==> config.mk <==
export PLATFORM = sky130hd
export DESIGN_NAME = kvadd2_ctrl_seq
export DESIGN_NICKNAME = d
export VERILOG_FILES = /design/src/rtl/kvadd2_pkg.sv /design/src/rtl/kvadd2_done_collector.sv /design/src/rtl/kvadd2_ctrl_seq.sv
export SDC_FILE = /design/constraint.sdc
export NUM_CORES = 1
export LEC_CHECK = 0
export CAP_MARGIN = 25
export CORE_AREA = 5 5 111 113
export DETAILED_ROUTE_END_ITERATION = 8
export DIE_AREA = 0 0 116 118
export MAX_ROUTING_LAYER = met4
export PLACE_DENSITY_LB_ADDON = 0.08
export SETUP_SLACK_MARGIN = 0.4
export SYNTH_ARGS = -nofsm -noshare
export SYNTH_HDL_FRONTEND = slang
export SYNTH_SLANG_ARGS = --single-unit
==> constraint.sdc <==
create_clock -name ap_clk -period 2.3 [get_ports ap_clk]
set_clock_uncertainty 0.15 [all_clocks]
set_input_delay 0.69 -clock ap_clk [delete_from_list [all_inputs] [get_ports ap_clk]]
set_output_delay 0.69 -clock ap_clk [all_outputs]
set_load 0.05 [all_outputs]
==> src/rtl/kvadd2_pkg.sv <==
// Shared types and constants for the kvadd2 kernel control sequencer.
package kvadd2_pkg;

  typedef enum logic [1:0] {
    IDLE   = 2'd0,
    LAUNCH = 2'd1,
    RUN    = 2'd2,
    DONE   = 2'd3
  } state_t;

  localparam int unsigned ENG_A   = 0;
  localparam int unsigned ENG_B   = 1;
  localparam int unsigned ENG_RES = 2;

  localparam int unsigned RUN_CNT_W            = 32;
  localparam int unsigned KV_TIMEOUT_CYCLES_DEF = 32'd16777216;

endpackage

==> src/rtl/kvadd2_done_collector.sv <==
// Sticky engine-done vector, all-done detect and saturating launch-to-done cycle counter.
module kvadd2_done_collector
  import kvadd2_pkg::*;
#(
  parameter int unsigned C_NUM_ENG        = 3,
  parameter int unsigned C_TIMEOUT_CYCLES = KV_TIMEOUT_CYCLES_DEF
) (
  input  logic                 clk,
  input  logic                 rst_n,
  input  logic                 clear,
  input  logic                 run_en,
  input  logic [C_NUM_ENG-1:0] eng_done,
  output logic                 all_done_c,
  output logic                 tmo_hit_c,
  output logic [RUN_CNT_W-1:0] run_cycles
);

  // The timeout fires in the RUN cycle whose increment brings the count to C_TIMEOUT_CYCLES-1.
  localparam logic [RUN_CNT_W-1:0] TMO_LAST = RUN_CNT_W'(C_TIMEOUT_CYCLES - 32'd2);

  logic [C_NUM_ENG-1:0] done_q, done_d, merged;
  logic [RUN_CNT_W-1:0] cnt_q, cnt_d;

  always_comb begin
    merged     = done_q | eng_done;
    all_done_c = run_en && (&merged);
    tmo_hit_c  = run_en && (cnt_q == TMO_LAST);
    done_d     = done_q;
    cnt_d      = cnt_q;
    if (clear) begin
      done_d = '0;
      cnt_d  = '0;
    end else if (run_en) begin
      done_d = merged;
      if (cnt_q != '1) cnt_d = cnt_q + RUN_CNT_W'(1);
    end
  end

  always_ff @(posedge clk or negedge rst_n) begin
    if (!rst_n) begin
      done_q <= '0;
      cnt_q  <= '0;
    end else begin
      done_q <= done_d;
      cnt_q  <= cnt_d;
    end
  end

  assign run_cycles = cnt_q;

endmodule

==> src/rtl/kvadd2_ctrl_seq.sv <==
// kvadd2 kernel sequencer: ap_ctrl_chain handshake, engine launch, done collection, watchdog.
module kvadd2_ctrl_seq
  import kvadd2_pkg::*;
#(
  parameter int unsigned C_NUM_ENG         = 3,
  parameter int unsigned C_XFER_SIZE_WIDTH = 32,
  parameter int unsigned C_TIMEOUT_CYCLES  = KV_TIMEOUT_CYCLES_DEF
) (
  input  logic                         ap_clk,
  input  logic                         ap_rst_n,
  input  logic                         ap_start,
  input  logic                         ap_continue,
  output logic                         ap_idle,
  output logic                         ap_ready,
  output logic                         ap_done,
  input  logic [C_XFER_SIZE_WIDTH-1:0] ctrl_length,
  output logic [C_NUM_ENG-1:0]         eng_start,
  input  logic [C_NUM_ENG-1:0]         eng_done,
  output logic [C_XFER_SIZE_WIDTH-1:0] eng_xfer_size,
  output logic                         err_timeout,
  output logic [31:0]                  run_cycles
);

  // Reset asserts asynchronously and releases two clocks after ap_rst_n deasserts.
  logic [1:0] rst_sync_q, rst_sync_d;
  logic       rst_n;

  always_comb rst_sync_d = {rst_sync_q[0], 1'b1};

  always_ff @(posedge ap_clk or negedge ap_rst_n) begin
    if (!ap_rst_n) rst_sync_q <= 2'b00;
    else           rst_sync_q <= rst_sync_d;
  end

  assign rst_n = rst_sync_q[1];

  state_t                         state_q, state_d;
  logic [C_XFER_SIZE_WIDTH-1:0]   xfer_q, xfer_d;
  logic                           err_q, err_d;
  logic                           idle_q, idle_d;
  logic                           ready_q, ready_d;
  logic                           done_q, done_d;
  logic [C_NUM_ENG-1:0]           start_q, start_d;
  logic                           clr;
  logic                           run_en;
  logic                           all_done_c;
  logic                           tmo_hit_c;

  kvadd2_done_collector #(
    .C_NUM_ENG       (C_NUM_ENG),
    .C_TIMEOUT_CYCLES(C_TIMEOUT_CYCLES)
  ) u_collect (
    .clk       (ap_clk),
    .rst_n     (rst_n),
    .clear     (clr),
    .run_en    (run_en),
    .eng_done  (eng_done),
    .all_done_c(all_done_c),
    .tmo_hit_c (tmo_hit_c),
    .run_cycles(run_cycles)
  );

  // Next state; outputs are precomputed from the next state so they appear registered.
  always_comb begin
    state_d = state_q;
    xfer_d  = xfer_q;
    err_d   = err_q;
    clr     = 1'b0;
    run_en  = 1'b0;
    start_d = '0;
    case (state_q)
      IDLE: begin
        if (ap_start) begin
          state_d = LAUNCH;
          xfer_d  = ctrl_length;
          err_d   = 1'b0;
          clr     = 1'b1;
          if (ctrl_length != '0) start_d = '1;
        end
      end
      LAUNCH: state_d = (xfer_q == '0) ? DONE : RUN;
      RUN: begin
        run_en = 1'b1;
        if (all_done_c) begin
          state_d = DONE;
        end else if (tmo_hit_c) begin
          state_d = DONE;
          err_d   = 1'b1;
        end
      end
      DONE: if (ap_continue) state_d = IDLE;
      default: state_d = IDLE;
    endcase
    idle_d  = (state_d == IDLE);
    ready_d = (state_d == LAUNCH);
    done_d  = (state_d == DONE);
  end

  always_ff @(posedge ap_clk or negedge rst_n) begin
    if (!rst_n) begin
      state_q <= IDLE;
      xfer_q  <= '0;
      err_q   <= 1'b0;
      idle_q  <= 1'b1;
      ready_q <= 1'b0;
      done_q  <= 1'b0;
      start_q <= '0;
    end else begin
      state_q <= state_d;
      xfer_q  <= xfer_d;
      err_q   <= err_d;
      idle_q  <= idle_d;
      ready_q <= ready_d;
      done_q  <= done_d;
      start_q <= start_d;
    end
  end

  assign ap_idle       = idle_q;
  assign ap_ready      = ready_q;
  assign ap_done       = done_q;
  assign eng_start     = start_q;
  assign eng_xfer_size = xfer_q;
  assign err_timeout   = err_q;

endmodule

==> After elaboration in Yosys (flattened, before gate mapping) <==
Index checks and enable logic that the tools add are counted.
{ "word_totals": {"register_bits": 78, "in_bits": 39} }
{ "classes": {"addsub": 1, "n_eq_ne": 10, "muxes": 21, "bitwise_logic": 1, "reduce_logical": 13} }
{ "ops": {"columns": ["cell", "count"], "rows": [
  ["two-way mux 32 bit", 3],
  ["adder 32 x 1 -> 32 bit, second input constant", 1],
  ["equality test 32 x 24 -> 1 bit, second input constant", 1],
  ["zero test 32 bit", 1],
  ["inequality test 32 bit, second input constant", 1],
  ["nonzero test 32 bit", 1],
  ["two-way mux 3 bit", 5],
  ["two-way mux 2 bit", 4],
  ["one-hot mux 2 bit (4 select lines)", 1],
  ["two-way mux 1 bit", 7],
  ["equality test 2 bit, second input constant", 3],
  ["inequality test 2 bit, second input constant", 3],
  ["nonzero test 2 bit", 3],
  ["equality test 2 x 1 -> 1 bit, second input constant", 2],
  ["zero test 2 bit", 2],
  ["AND reduction 2 bit", 2],
  ["AND reduction 4 bit", 1],
  ["bitwise OR 3 bit", 1],
  ["AND reduction 3 bit", 1],
  ["logical AND 1 bit", 2],
  ["one-hot mux 1 bit (2 select lines)", 1]
]} }

==> Logic depth before layout (Yosys ltp) <==
Gate-level depths: netlist of the first run.
{ "logic_depth": {"word_depth": 7, "depth_mapped": 9, "mapped_depth_nobuf": 7} }

==> Modules after synthesis <==
Synthesis of the first run repeated with hierarchy kept, for this count alone.
{ "hier_totals": {"hier_cells": 318, "area_unflattened_um2": 3722.3} }
{ "by_module_without_submodules": {"columns": ["mod", "instances", "cells_each", "area_per_inst_um2", "seq_area_each_um2"], "rows": [
  ["kvadd2_done_collector", 1, 194, 1893.1, 875.8],
  ["kvadd2_ctrl_seq", 1, 124, 1829.3, 1027.2]
]} }

==> Worst setup path before layout of the first run <==
OpenSTA, ideal clock, no wires.
{ "synth_path": {"path_type": "reg-to-reg", "start": "register u_collect.cnt_q[0], in the netlist u_collect.run_cycles[0]", "end": "register u_collect.cnt_q[28], in the netlist u_collect.run_cycles[28]", "setup_ns": 0.077, "arrival_time_ns": 2.474, "required_time_ns": 2.073, "path_slack_ns": -0.401, "stages_incl_launch_ff": 7, "path_buffers": 0, "period_less_slack_ns": 2.701, "path_cell_list": "dfrtp_1 > ha_1 > inv_1 > or4_4 > a311o_1 > or3_1 > a21oi_1"} }
{ "synth_via": {"elab_chain_len": 4, "elab_cells_between_ends": 7, "cone_classes": "1 x add/sub; 1 x eq/ne; 3 x mux; 2 x reduce/logical"} }
{ "synth_lines": {"columns": ["element", "line_no", "source"], "rows": [
  ["start, declared", "kvadd2_done_collector.sv:22", "logic [RUN_CNT_W-1:0] cnt_q, cnt_d;"],
  ["start signal, assigned", "kvadd2_done_collector.sv:45", "cnt_q <= cnt_d;"],
  ["adder 32 x 1 -> 32 bit", "kvadd2_done_collector.sv:35", "if (cnt_q != '1) cnt_d = cnt_q + RUN_CNT_W'(1);"],
  ["two-way mux 32 bit", "kvadd2_done_collector.sv:35", null],
  ["two-way mux 32 bit", "kvadd2_done_collector.sv:33", "end else if (run_en) begin"],
  ["two-way mux 32 bit", "kvadd2_done_collector.sv:30", "if (clear) begin"]
]} }
Several ways; a longest one is shown, not always the timed one. The select of a mux whose other input is x is not followed.
A chain may end at the register's enable or synchronous reset.

==> Worst setup path after layout of the first run <==
Ends and elaborated chain as after synthesis.

==> impl_results.md, run 1 <==
* Met2 wire length at 6180 um
* Syn Inst Count at 425
* Setup ws final at 0.0974 ns
* Root buffer cell: clkbuf_16
* Grt ovf at 0
* Post-DP Area at 0.00537 mm^2
* Highest metal used: met4
* Worst hold path type: reg2async
* Starting Density at 0.339
* Global-route wire length before repair at 20900 um
* Clk buf depth at 2
* Row Count at 39
* Routed wire length at 12600 um
* Iteration-0 DRC Markers at 172
* Final Cell Area at 0.00637 mm^2
* Vias in the first global route at 4176
* Worst VDD drop at 0.00102 V
* Top FF cell, synth: dfrtp_1
* Die Y at 118 um
* Sw Pwr at 3.10 mW
* Initial antenna violation count at 0
* Clock share of power at 0.211
* Internal at 3.84 mW
* Outcome: finished clean
* Cells on worst reg2reg path at 6
* Diode count at 0
* WS Path Type: reg2reg
* Asr flop ratio synth at 1.00
* Final Setup Violations at 0
* Unrepaired setup endpoints after global routing: true
* I/O Buffers at 109
* Synth Area per Inst at 8.95 um^2
* Switching share of power at 0.446
* Global-route usage over all layers at 0.194
* Area Overhead vs Synth at 67.6%
* Non-filler cells, final at 751
* CTS clock-pin slew for the worst setup and hold paths at 0.06 ns
* CTS Sinks at 76
* WHS at 0.0970 ns
* DRT Pass-1 Iters at 4
* Worst R2R Start: u_collect.run_cycles[0]
* Met3 wire len at 698 um
* Share of layout cells above drive strength 1 at 0.446
* Setup WS pre-CTS at -0.710 ns
* Gpl congestion at 0.880
* Worst-margin pin slew at 0.526 ns
* Fin crit period at 2.20 ns
* Seq. cell area at 0.00195 mm^2
* Sequential Power Share at 0.306
* Worst skew pair latency at 0.33 ns
* Antenna-violating nets left at 0
* Most frequent cells in the layout: nand2_1, buf_4, dfrtp_1, clkdlybuf4s50_1, dfrtp_2
* CP startpoint kind: flip-flop
* Top-level I/O count at 110
* Total number of vias at 3936
* P_leak at 2.78 nW
* Library cells used by synthesis at 53
* H-tree Lvls at 3
* WP data arrival at 2.31 ns
* Largest net degree at the start of global routing at 38
* Synth Register Bits at 76
* Post-synthesis sequential area ratio at 0.500
* Post-synth net total at 466
* Wl on met1 at 5500 um
* CTS Buf Count at 9
* Finished Core Util at 0.568
* CTS tree: built
* Fmax at 454 MHz
* CP max FO at 7
* Commonest non-fill, non-tap cell in the layout: nand2_1
* R2R Path End: u_collect.run_cycles[28]
* Vias per cell at 5.24
* Chip Width at 116 um
* Count of final hold-check violations at 0
* Post-DR wirelength/cell at 16.8 um
* Max_slew headroom at 0.649
* Core area at 0.0112 mm^2
* Max_cap viols at 0
* # fillers at 1005
* Period utilization at 0.958
* Netlist Area Pre-Place at 0.00380 mm^2
* Post-synth EDFFs at 0
* Combinational share of power at 0.482
* Critical Path Start: u_collect.run_cycles[0]
* DP HPWL at 9070 um
* Nets at 644
* Capturing element type of the critical path: flip-flop
* Yosys warning count at 0
* Worst EP required at 2.41 ns
* Dpl cells at 711
* Worst reg2reg setup slack at 0.1 ns
* DRC errors left at 0
* Max Slew Vio Count at 0
* Die area at 0.0137 mm^2
* Pwr dens at 1090 mW/mm^2
* Multi-input logic area at 0.00212 mm^2
## per-layer routing
layer	GRT usage	vias up
met5	-	-
met4	0.0696	0
met3	0.0463	17
met2	0.300	133
met1	0.247	1894
li1	-	1892
## worst max-delay path: stages (launching register included)
cell and delay, ns:
dfrtp_4 0.42, ha_4 0.15, inv_4 0.04, or4_4 0.51, a311o_1 0.37, or3_1 0.38, a21oi_1 0.12
## final cells by class
class                           instances  share of cell area
Multi-Input combinational cell        321               0.333
Sequential cell                        76               0.306
Timing Repair Buffer                  190               0.281
Clock buffer                           11              0.0397
Tap cell                              143              0.0281
Clock inverter                          5             0.00903
Inverter                                5             0.00373
## sequential cells by signal (all words and copies together), names as in the netlist
name and cells:
eng_xfer_size 32, err_timeout 1, state_q 2, u_collect.done_q 3, ap_idle 1, ap_done 1, ap_ready 1, rst_sync_q 2
eng_start 1, u_collect.run_cycles 32
## cells by family (layout without fill, tap and decap cells)
logic type	Yosys count	after routing	share of synthesized area
simple gates	240	240	0.320
compound gates	67	67	0.109
other cells	1	1	0.000986
fa+ha+maj	2	2	0.00658
xor+xnor	9	9	0.0207
buf+inv	28	211	0.0368
mux	2	2	0.00527
flops	76	76	0.500
## Yosys cell counts (4+ instances only)
| cell | n | area [um^2] |
|---|---|---|
| buf_4 | 4 | 30.0 |
| nor2_1 | 23 | 86.3 |
| and3_1 | 4 | 25.0 |
| o21ai_0 | 16 | 80.1 |
| xnor2_1 | 6 | 52.6 |
| clkbuf_1 | 12 | 45.0 |
| inv_1 | 4 | 15.0 |
| nand4_1 | 17 | 106 |
| dfrtp_1 | 75 | 1880 |
| and4_1 | 4 | 35.0 |
| or3_1 | 13 | 81.3 |
| o31ai_1 | 7 | 52.6 |
| nor4_1 | 23 | 144 |
| nand3_1 | 15 | 75.1 |
| or4_1 | 8 | 60.1 |
| nand2_1 | 110 | 413 |
| a21oi_1 | 27 | 135 |
| nor3_1 | 5 | 25.0 |
## how the worst max path moves through the flow
| stage | to | slack [ns] | cells after the start |
|---|---|---|---|
| 2_1_floorplan | u_collect.run_cycles[30] | -0.10 | 6 |
| 3_3_place_gp | u_collect.run_cycles[30] | -0.69 | 6 |
| 3_5_place_dp | u_collect.run_cycles[30] | -0.71 | 6 |
| 4_1_cts | u_collect.run_cycles[13] | 0.1 | 8 |
| 5_1_grt | u_collect.run_cycles[14] | 0.02 | 9 |
| 6_report | u_collect.run_cycles[28] | 0.1 | 6 |
## stage by stage
step           power [mW]  setup TNS (ns)
2_1_floorplan        4.08          -0.306
3_3_place_gp         5.21          -21.18
3_5_place_dp         5.23          -22.40
4_1_cts              6.89               0
5_1_grt              7.32               0
6_report             6.94               0
## what timing repair did
item,4_1_cts,5_1_grt
resized for setup,67,56
cloned,1,0
pin swaps,26,24
hold buffers,0,0
setup buffers,18,5
endpoints found under the setup margin,87,70
## power groups by stage
stage	clock network [mW]	registers (mW)	logic (mW)
6_report	1.47	2.13	3.35
3_5_place_dp	0	2.13	3.10
4_1_cts	1.50	2.13	3.27
5_1_grt	1.56	2.19	3.57
2_1_floorplan	0	3.31	0.768
3_3_place_gp	0	2.12	3.08
Note: power is estimated with default switching activity, not from simulation.
==> run 2: changes to the inputs <==
--- a/config.mk
+++ b/config.mk
@@ -15,3 +15,4 @@
 export SYNTH_ARGS = -nofsm -noshare
 export SYNTH_HDL_FRONTEND = slang
 export SYNTH_SLANG_ARGS = --single-unit
+export TNS_END_PERCENT = 1
==> constraint.sdc (replaced) <==
create_clock -name ap_clk -period 2.11 [get_ports ap_clk]
set_clock_uncertainty 0.15 [all_clocks]
set_input_delay 0.633 -clock ap_clk [delete_from_list [all_inputs] [get_ports ap_clk]]
set_output_delay 0.633 -clock ap_clk [all_outputs]
set_load 0.05 [all_outputs]
==> impl_results.md, run 2 (synthesized netlist as in run 1, its figures left out) <==
* Outcome: finished with violations (was finished clean)
* Failing checks: setup timing
* Share of layout cells above drive strength 1 at 0.367 (was 0.446)
* WHS at 0.149 ns (was 0.0970 ns)
* Largest net degree at the start of global routing at 75 (was 38)
* CTS tree: built (unchanged)
* Post-DR wirelength/cell at 16.2 um (was 16.8 um)
* Worst-margin pin slew at 0.508 ns (was 0.526 ns)
* CTS Buf Count at 9 (unchanged)
* Core area at 0.0112 mm^2 (unchanged)
* Area Overhead vs Synth at 74.2% (was 67.6%)
* CTS clock-pin slew for the worst setup and hold paths at 0.06 ns (about the same)
* Worst EP required at 2.22 ns (was 2.41 ns)
* Total number of vias at 3928 (was 3936)
* Dpl cells at 731 (was 711)
* H-tree Lvls at 3 (unchanged)
* Clk buf depth at 2 (unchanged)
* Diode count at 0 (unchanged)
* DRC errors left at 0 (unchanged)
* Commonest non-fill, non-tap cell in the layout: nand2_1 (unchanged)
* Routing usage on met2 at 0.303 (was 0.300)
* CP max FO at 6 (was 7)
* Chip Width at 116 um (unchanged)
* Row Count at 39 (unchanged)
* Nets at 644 (unchanged)
* Top-level I/O count at 110 (unchanged)
* CTS Sinks at 76 (unchanged)
* Count of final hold-check violations at 0 (unchanged)
* DRT Pass-1 Iters at 4 (unchanged)
* Max_slew headroom at 0.653 (was 0.649)
* Fin crit period at 2.20 ns (about the same)
* Period utilization at 1.04 (was 0.958)
* Starting Density at 0.339 (unchanged)
* CP startpoint kind: flip-flop (unchanged)
* Finished Core Util at 0.590 (was 0.568)
* I/O Buffers at 109 (unchanged)
* Die Y at 118 um (unchanged)
* Gpl congestion at 0.881 (was 0.880)
* Antenna-violating nets left at 0 (unchanged)
* Worst skew pair latency at 0.34 ns (was 0.33 ns)
* Initial antenna violation count at 0 (unchanged)
* Iteration-0 DRC Markers at 153 (was 172)
* WP data arrival at 2.32 ns (was 2.31 ns)
* Grt ovf at 0 (unchanged)
* Non-filler cells, final at 751 (unchanged)
* Vias in the first global route at 4075 (was 4176)
* Final Power at 7.91 mW (was 6.94 mW)
* Root buffer cell: clkbuf_16 (unchanged)
* Fmax at 454 MHz (about the same)
* Pwr dens at 1190 mW/mm^2 (was 1090 mW/mm^2)
* Final Cell Area at 0.00662 mm^2 (was 0.00637 mm^2)
* Unrepaired setup endpoints after global routing: true (unchanged)
* Die area at 0.0137 mm^2 (unchanged)
* Routed wire length at 12200 um (was 12600 um)
* Max Slew Vio Count at 0 (unchanged)
* WS Path Type: reg2reg (unchanged)
* Most frequent cells in the layout: nand2_1, buf_6, dfrtp_1, buf_4, clkdlybuf4s50_1 (was nand2_1, buf_4, dfrtp_1, clkdlybuf4s50_1, dfrtp_2)
* Setup TNS at -0.322 ns (was 0 ns)
* Global-route usage over all layers at 0.187 (was 0.194)
* Post-DP Area at 0.00579 mm^2 (was 0.00537 mm^2)
* Capturing element type of the critical path: flip-flop (unchanged)
* Max_cap viols at 0 (unchanged)
* Global-route wire length before repair at 20200 um (was 20900 um)
* P_leak at 2.89 nW (was 2.78 nW)
* Setup ws final at -0.0935 ns (was 0.0974 ns)
* Worst VDD drop at 0.000887 V (was 0.00102 V)
* DP HPWL at 8950 um (was 9070 um)
* GR peak layer: met2 (unchanged)
* Vias per cell at 5.23 (was 5.24)
* Worst hold path type: reg2async (unchanged)
* Met3 GRT Util at 0.0339 (was 0.0463)
* Setup WS pre-CTS at -0.853 ns (was -0.710 ns)
* Grt met1 use at 0.238 (was 0.247)
* Final Setup Violations at 6 (was 0)
## run 2: cell types whose count changed in the layout (fill, tap and decap cells not counted), moves of 14 or more
cell	before	now
buf_12	2	35
buf_4	105	45
buf_6	30	71
buf_8	15	1
dfrtp_1	41	69
dfrtp_2	33	6
## run 2: critical path, stage by stage, from the launching register on
cell and delay, ns:
dfrtp_2 0.40, ha_4 0.15, inv_2 0.05, or3_4 0.43, a2111o_1 0.44, or3_1 0.38
a21oi_2 0.13
## run 2: layout make-up
class / count / area [um^2]
clock inverters: 7 / 91.3
flip-flops and latches: 76 / 1910
repair buffers: 190 / 2230
clock buffers: 9 / 225
fillers: 1011 / 4600
well taps: 143 / 179
inverters: 5 / 21.3
multi-input cells: 321 / 1960
## run 2: metal layers
layer	vias to the layer above	wire, um
met5	-	0
met4	0	211
met3	17	595
met2	109	6100
met1	1924	5280
li1	1878	-
## run 2: what timing repair did
item / in CTS / in global routing
buffers inserted: 3 / 1
pin swaps: 42 / 27
gates resized for setup: 108 / 23
hold buffers: 0 / 0
endpoints found under the hold margin: 0 / 0
gates cloned: 0 / 0
endpoints found under the setup margin: 139 / 128
## run 2: power by group
part	internal [mW]	total [mW]	switching (mW)
logic	1.56	3.92	2.36
registers	1.90	2.35	0.447
clock network	1.03	1.64	0.612
total	4.49	7.91	3.42
## run 2: worst paths after layout
check / slack, ns / end / cells after the start / from
max: -0.09 / u_collect.run_cycles[30] / 6 / u_collect.run_cycles[0]
min in group ap_clk: 0.20 / rst_sync_q[1] / 0 / rst_sync_q[0]
min reg2reg: 0.15 / u_collect.run_cycles[28] / 1 / rst_sync_q[1]
max reg2reg: -0.09 / u_collect.run_cycles[30] / 6 / u_collect.run_cycles[0]
min: 0.15 / u_collect.run_cycles[28] / 1 / rst_sync_q[1]
max in group asynchronous: 1.31 / ap_idle / 1 / rst_sync_q[1]
